[src/rtl/id_ex_pipeline_register.sv]
// -----------------------------------------------------------------------------
// id_ex_pipeline_register
//
// ID->EX pipeline register of the 5-stage RV32 core. Every decode-stage data
// and control field is captured together on the rising clock edge and handed
// to the execute stage. While the memory system stalls (BUSYWAIT=1) the whole
// register holds. An asynchronous active-low RESET clears every field to zero,
// which the downstream stages treat as a bubble: no register write, no memory
// access and no branch.
//
// Ports
//   IN_INSTRUCTION   [4:0]         destination register index (rd)
//   IN_PC            [DATA_W-1:0]  PC of the instruction
//   IN_DATA1         [DATA_W-1:0]  rs1 read data
//   IN_DATA2         [DATA_W-1:0]  rs2 read data
//   IN_IMMEDIATE     [DATA_W-1:0]  sign-extended immediate
//   IN_DATA1ALUSEL   [1:0]         ALU operand-1 mux select
//   IN_DATA2ALUSEL   [1:0]         ALU operand-2 mux select
//   IN_DATA1BJSEL    [1:0]         branch-unit operand-1 mux select
//   IN_DATA2BJSEL    [1:0]         branch-unit operand-2 mux select
//   IN_ALU_OP        [4:0]         ALU operation code
//   IN_BRANCH_JUMP   [2:0]         branch/jump type
//   IN_DATAMEMSEL                  data-memory result select
//   IN_READ_WRITE    [3:0]         memory read/write control
//   IN_WB_SEL        [1:0]         write-back source select
//   IN_REG_WRITE_EN                register-file write enable
//   OUT_*                          registered copies of the IN_* fields
//   CLK                            clock, rising-edge active
//   RESET                          asynchronous reset, active low
//   BUSYWAIT                       1 = hold all outputs, 0 = capture
// -----------------------------------------------------------------------------
module id_ex_pipeline_register #(
   parameter int DATA_W = 32
) (
   input  logic [4:0]        IN_INSTRUCTION,
   input  logic [DATA_W-1:0] IN_PC,
   input  logic [DATA_W-1:0] IN_DATA1,
   input  logic [DATA_W-1:0] IN_DATA2,
   input  logic [DATA_W-1:0] IN_IMMEDIATE,
   input  logic [1:0]        IN_DATA1ALUSEL,
   input  logic [1:0]        IN_DATA2ALUSEL,
   input  logic [1:0]        IN_DATA1BJSEL,
   input  logic [1:0]        IN_DATA2BJSEL,
   input  logic [4:0]        IN_ALU_OP,
   input  logic [2:0]        IN_BRANCH_JUMP,
   input  logic              IN_DATAMEMSEL,
   input  logic [3:0]        IN_READ_WRITE,
   input  logic [1:0]        IN_WB_SEL,
   input  logic              IN_REG_WRITE_EN,
   output logic [4:0]        OUT_INSTRUCTION,
   output logic [DATA_W-1:0] OUT_PC,
   output logic [DATA_W-1:0] OUT_DATA1,
   output logic [DATA_W-1:0] OUT_DATA2,
   output logic [DATA_W-1:0] OUT_IMMEDIATE,
   output logic [1:0]        OUT_DATA1ALUSEL,
   output logic [1:0]        OUT_DATA2ALUSEL,
   output logic [1:0]        OUT_DATA1BJSEL,
   output logic [1:0]        OUT_DATA2BJSEL,
   output logic [4:0]        OUT_ALU_OP,
   output logic [2:0]        OUT_BRANCH_JUMP,
   output logic              OUT_DATAMEMSEL,
   output logic [3:0]        OUT_READ_WRITE,
   output logic [1:0]        OUT_WB_SEL,
   output logic              OUT_REG_WRITE_EN,
   input  logic              CLK,
   input  logic              RESET,
   input  logic              BUSYWAIT
);

   // All fields live in one packed record so capture, hold and clear always
   // act on the complete stage; a partial update cannot be written by accident.
   typedef struct packed {
      logic [4:0]        instruction;
      logic [DATA_W-1:0] pc;
      logic [DATA_W-1:0] data1;
      logic [DATA_W-1:0] data2;
      logic [DATA_W-1:0] immediate;
      logic [1:0]        data1_alu_sel;
      logic [1:0]        data2_alu_sel;
      logic [1:0]        data1_bj_sel;
      logic [1:0]        data2_bj_sel;
      logic [4:0]        alu_op;
      logic [2:0]        branch_jump;
      logic              data_mem_sel;
      logic [3:0]        read_write;
      logic [1:0]        wb_sel;
      logic              reg_write_en;
   } stage_t;

   stage_t w_in;
   stage_t r_stage;

   assign w_in = '{
      instruction   : IN_INSTRUCTION,
      pc            : IN_PC,
      data1         : IN_DATA1,
      data2         : IN_DATA2,
      immediate     : IN_IMMEDIATE,
      data1_alu_sel : IN_DATA1ALUSEL,
      data2_alu_sel : IN_DATA2ALUSEL,
      data1_bj_sel  : IN_DATA1BJSEL,
      data2_bj_sel  : IN_DATA2BJSEL,
      alu_op        : IN_ALU_OP,
      branch_jump   : IN_BRANCH_JUMP,
      data_mem_sel  : IN_DATAMEMSEL,
      read_write    : IN_READ_WRITE,
      wb_sel        : IN_WB_SEL,
      reg_write_en  : IN_REG_WRITE_EN
   };

   // Reset outranks the stall, so a reset that arrives mid-stall still
   // injects a bubble.
   always_ff @(posedge CLK or negedge RESET) begin
      if (!RESET) begin
         // NOTE: the all-zero reset value is what makes this a bubble; every
         // control field must clear, not only the write enables.
         r_stage <= '0;
      end else if (!BUSYWAIT) begin
         // NOTE: non-blocking so every flop samples the pre-edge inputs.
         r_stage <= w_in;
      end
   end

   assign OUT_INSTRUCTION  = r_stage.instruction;
   assign OUT_PC           = r_stage.pc;
   assign OUT_DATA1        = r_stage.data1;
   assign OUT_DATA2        = r_stage.data2;
   assign OUT_IMMEDIATE    = r_stage.immediate;
   assign OUT_DATA1ALUSEL  = r_stage.data1_alu_sel;
   assign OUT_DATA2ALUSEL  = r_stage.data2_alu_sel;
   assign OUT_DATA1BJSEL   = r_stage.data1_bj_sel;
   assign OUT_DATA2BJSEL   = r_stage.data2_bj_sel;
   assign OUT_ALU_OP       = r_stage.alu_op;
   assign OUT_BRANCH_JUMP  = r_stage.branch_jump;
   assign OUT_DATAMEMSEL   = r_stage.data_mem_sel;
   assign OUT_READ_WRITE   = r_stage.read_write;
   assign OUT_WB_SEL       = r_stage.wb_sel;
   assign OUT_REG_WRITE_EN = r_stage.reg_write_en;

endmodule

[config.mk]
export PLATFORM = sky130hd
export DESIGN_NAME = id_ex_pipeline_register
export DESIGN_NICKNAME = d
export VERILOG_FILES = /design/src/rtl/id_ex_pipeline_register.sv
export SDC_FILE = /design/constraint.sdc
export NUM_CORES = 1
export LEC_CHECK = 0
export ABC_CLOCK_PERIOD_IN_PS = 1200
export BUFFER_PORTS_ARGS = -buffer_cell sky130_fd_sc_hd__buf_4
export CORE_AREA = 4 4 120 122
export CTS_BUF_LIST = sky130_fd_sc_hd__clkbuf_8
export DETAILED_ROUTE_END_ITERATION = 8
export DIE_AREA = 0 0 124 126
export PLACE_DENSITY = 0.91
export SETUP_SLACK_MARGIN = 0.2
export SYNTH_ARGS = -nofsm -noshare
export SYNTH_HDL_FRONTEND = slang
export SYNTH_SLANG_ARGS = --single-unit
[constraint.sdc]
create_clock -name CLK -period 1.2 [get_ports CLK]
set_input_delay 0.06 -clock CLK [delete_from_list [all_inputs] [get_ports CLK]]
set_output_delay 0.06 -clock CLK [all_outputs]
set_load 0.02 [all_outputs]
# Word level (Yosys, flattened, before mapping)

Cells that the tools add are included.

Register bits after elaboration: 157
Input port bits: 160
Output and inout port bits: 157
Logic and storage cells: 15

# Longest topological paths before layout

Word-level depth: 0
Gate-level depth with buffers: 3

# Worst setup path before layout

Ideal clock, no wire load.

Kind: in2reg
Start: input port BUSYWAIT
End: register r_stage (netlist bit OUT_DATA1ALUSEL[0])
Setup time: 0.125 ns
Arrival: 0.706 ns
Slack: 0.370 ns
Stages: 3
Path buffers: 2
Cell sequence: buf_4 -> buf_6 -> mux2_2

RTL lines:

| element              | RTL line | text |
|---|---|---|
| from (decl)          | 67       | `input logic BUSYWAIT` |
| to (signal assigned) | 120      | `r_stage <= w_in;` |
| to (decl)            | 91       | `stage_t r_stage;` |

No word-level cell between the ends.

# Worst setup path in the final report

Start: register r_stage (netlist bit OUT_PC[7])
End: output port OUT_PC[7]

RTL lines:

| element   | RTL line | text |
|---|---|---|
| to (decl) | 51       | `output logic [DATA_W-1:0] OUT_PC,` |

No word-level cell between the ends.

==> results.toml <==
[die]
start_util = 0.445
dieArea_um2 = 15600
row_count = 42
die_w_um = 124
ios = 317
die_y_um = 126
core_um2 = 13200

[layout]
fin_util = 0.869
finalInstanceArea_um2 = 11500
finalNonFillerCells = 1073
layout-drive-gt1-share = 0.643
final_nets = 1042
area_growth_pct = 95.4
fillers = 490

[logic_synthesis]
netlist_area_um2 = 5870
ys_seq_elements = 157
synth_top_area_frac = 0.670
yosysSeqAreaShare = 0.670
avgSynthCellArea_um2 = 17.7
yosysWarnings = 0
synthCells = 331
synth.area.top_cells = "dfrtp_1, mux2_2, buf_6"
synth_cell_type_count = 5
netlist.top_cell.by_area = "dfrtp_1"
syn_nets = 491

[timing]
tightestPinTransition_ns = 0.301
timing.final.crit_share = 0.932
drv_slew = 0
finalClockSkew_ns = 0
rsz0062_at_grt = "yes"
setup_viol = 0
period_minus_slack_ns = 1.12
fmax_ghz = 0.894
fin_setup_tns_ns = 0
slew_headroom = 0.800
final_hold_viol_count = 0

[worst_setup_path]
critical_path_buf_inv_count = 1
r2r-start = "OUT_PC[16]"
critPathMaxStageDelay_ns = 0.44
worstPathMaxFanout = 2
cp_data_arrival_time_ns = 1.06
start_kind = "flip-flop"
critPathTopFamily = "flip-flops"
critPathKind = "reg2out"
reg2reg_depth = 3
crit_path_end_kind = "primary output"
crit_chain = "buf_6"
r2r-end = "OUT_PC[16]"
crit_required_ns = 1.14
slowest_stage = "dfrtp_1"
rrSetupSlack_ns = 0.14

[detailed_routing]
drt_iter0_markers = 263
first_pass_iters = 4
drt-vias-per-instance = 4.95
postRouteWirelength_mm = 25.4
ant_nets = 0
wl_per_cell_um = 23.7
num_vias = 5313
drc = 0

[place]
gp_congestion = 0.742
portBuffers = 316
dp_hpwl_mm = 12.3
placed_area_um2 = 8460
dpl.cell_count = 821

[clock_network]
htreeDepth = 4
clk_pin_slew_worst_paths_ns = 0.09
cts_sinks = 157
cts_root_buf = "clkbuf_8"
cts_buffers = 17
cts_tree = "done"
clockBufferDepth = 2
clock_latency_ns = 0.45

[min_path]
hold_path_depth = 2
whs_endpoint = "OUT_DATA2[4]"
worst_hold_path_type = "in2reg"
worstHoldStart = "BUSYWAIT"

[grt]
grt_usage = 0.308
antenna_found_initial = 4
grt_pass1_wl_mm = 35.6
grt-ovfl-total = 0
grt_pass1_vias = 6227
grt_max_degree = 57

[power_and_ir_drop]
p_seq_frac = 0.439
p_sw_mw = 4.19
p_clk_frac = 0.275
vdd_drop_max_uv = 1030
p_per_area_nw_per_um2 = 1250
power_frac_comb = 0.287
switching_share = 0.292
p_leak_nw = 5.41
intPower_mw = 10.2

[job]
maxCapViolations = 0

[status]
status = "complete, no violations"
[cell families after synthesis]
family	count (synthesis)	share of synthesized area
muxes	157	0.301
DFF	157	0.670
buffers and inverters	17	0.0292
[timing repair]
action | 4_1_cts | 5_1_grt
resized for setup | 157 | 0
hold endpoints to repair | 314 | 0
buffers inserted | 24 | 36
hold buffers | 158 | 0
setup endpoints to repair | 157 | 157
[per-stage QoR]
step	worst slack, ns	total power [mW]	hold slack, ns
final	0.0814	14.4	0.0503
after floorplan	0.370	7.51	-0.236
after CTS	0.102	13.8	0.0308
after global placement	0.183	8.98	-0.0573
after detailed placement	0.143	9.11	-0.0488
after global routing	0.0421	14.9	0.0495
[layer usage]
layer	wire length (um)	vias up	part of all wire	GRT usage
met4	1460	0	0.057	0.178
met1	8230	2627	0.32	0.303
met3	2040	111	0.080	0.0951
met2	13700	320	0.54	0.558
li1	-	2255	-	-
met5	0	-	0	0
[synthesized netlist by cell type]
library cell	n
buf_2	2
buf_4	2
buf_6	13
dfrtp_1	157
mux2_2	157
[worst max path at each step]
| stage | start | slack (ns) | to | depth (start not counted) |
|---|---|---|---|---|
| after CTS | OUT_ALU_OP[0] | 0.10 | OUT_ALU_OP[0] | 1 |
| final | OUT_PC[7] | 0.08 | OUT_PC[7] | 1 |
| after global routing | OUT_PC[7] | 0.04 | OUT_PC[7] | 1 |
| after floorplan | BUSYWAIT | 0.37 | OUT_DATA1ALUSEL[0] | 3 |
| after detailed placement | BUSYWAIT | 0.14 | OUT_ALU_OP[4] | 3 |
| after global placement | BUSYWAIT | 0.18 | OUT_READ_WRITE[3] | 3 |
[area by class of cell]
class,count,area (um2),area share
Clock inverter,10,101,0.00884
Multi-Input combinational cell,157,1770,0.154
Tap cell,176,220,0.0192
Timing Repair Buffer,549,5160,0.450
Antenna cell,4,10.0,0.000873
Sequential cell,157,3930,0.343
Clock buffer,20,275,0.0240
[sequential cells by signal (all words and copies together) (netlist names)]
signal	count
OUT_REG_WRITE_EN	1
OUT_DATA2	32
OUT_DATA2BJSEL	2
OUT_DATA1ALUSEL	2
OUT_PC	32
OUT_DATA1	32
OUT_IMMEDIATE	32
OUT_WB_SEL	2
OUT_INSTRUCTION	5
OUT_DATA2ALUSEL	2
OUT_DATA1BJSEL	2
OUT_DATAMEMSEL	1
OUT_BRANCH_JUMP	3
OUT_READ_WRITE	4
OUT_ALU_OP	5
[power by group through the flow]
stage          clock network, mW  logic, mW  registers, mW
6_report                    3.94       4.12           6.30
5_1_grt                     4.23       4.29           6.33
4_1_cts                     3.86       3.77           6.20
3_5_place_dp                   0       2.89           6.21
3_3_place_gp                   0       2.82           6.17
2_1_floorplan                  0      0.670           6.84
[cell usage in the layout (no fill, tap or decap)]
cell type,instances
dfrtp_1,157
mux2_2,157
diode_2,4
clkinv_4,1
clkbuf_8,20
clkinv_2,2
buf_6,159
bufinv_16,2
dlygate4sd3_1,158
buf_4,228
clkinvlp_4,1
buf_12,4
inv_1,4
No activity file was read; power rests on OpenSTA's default activity.
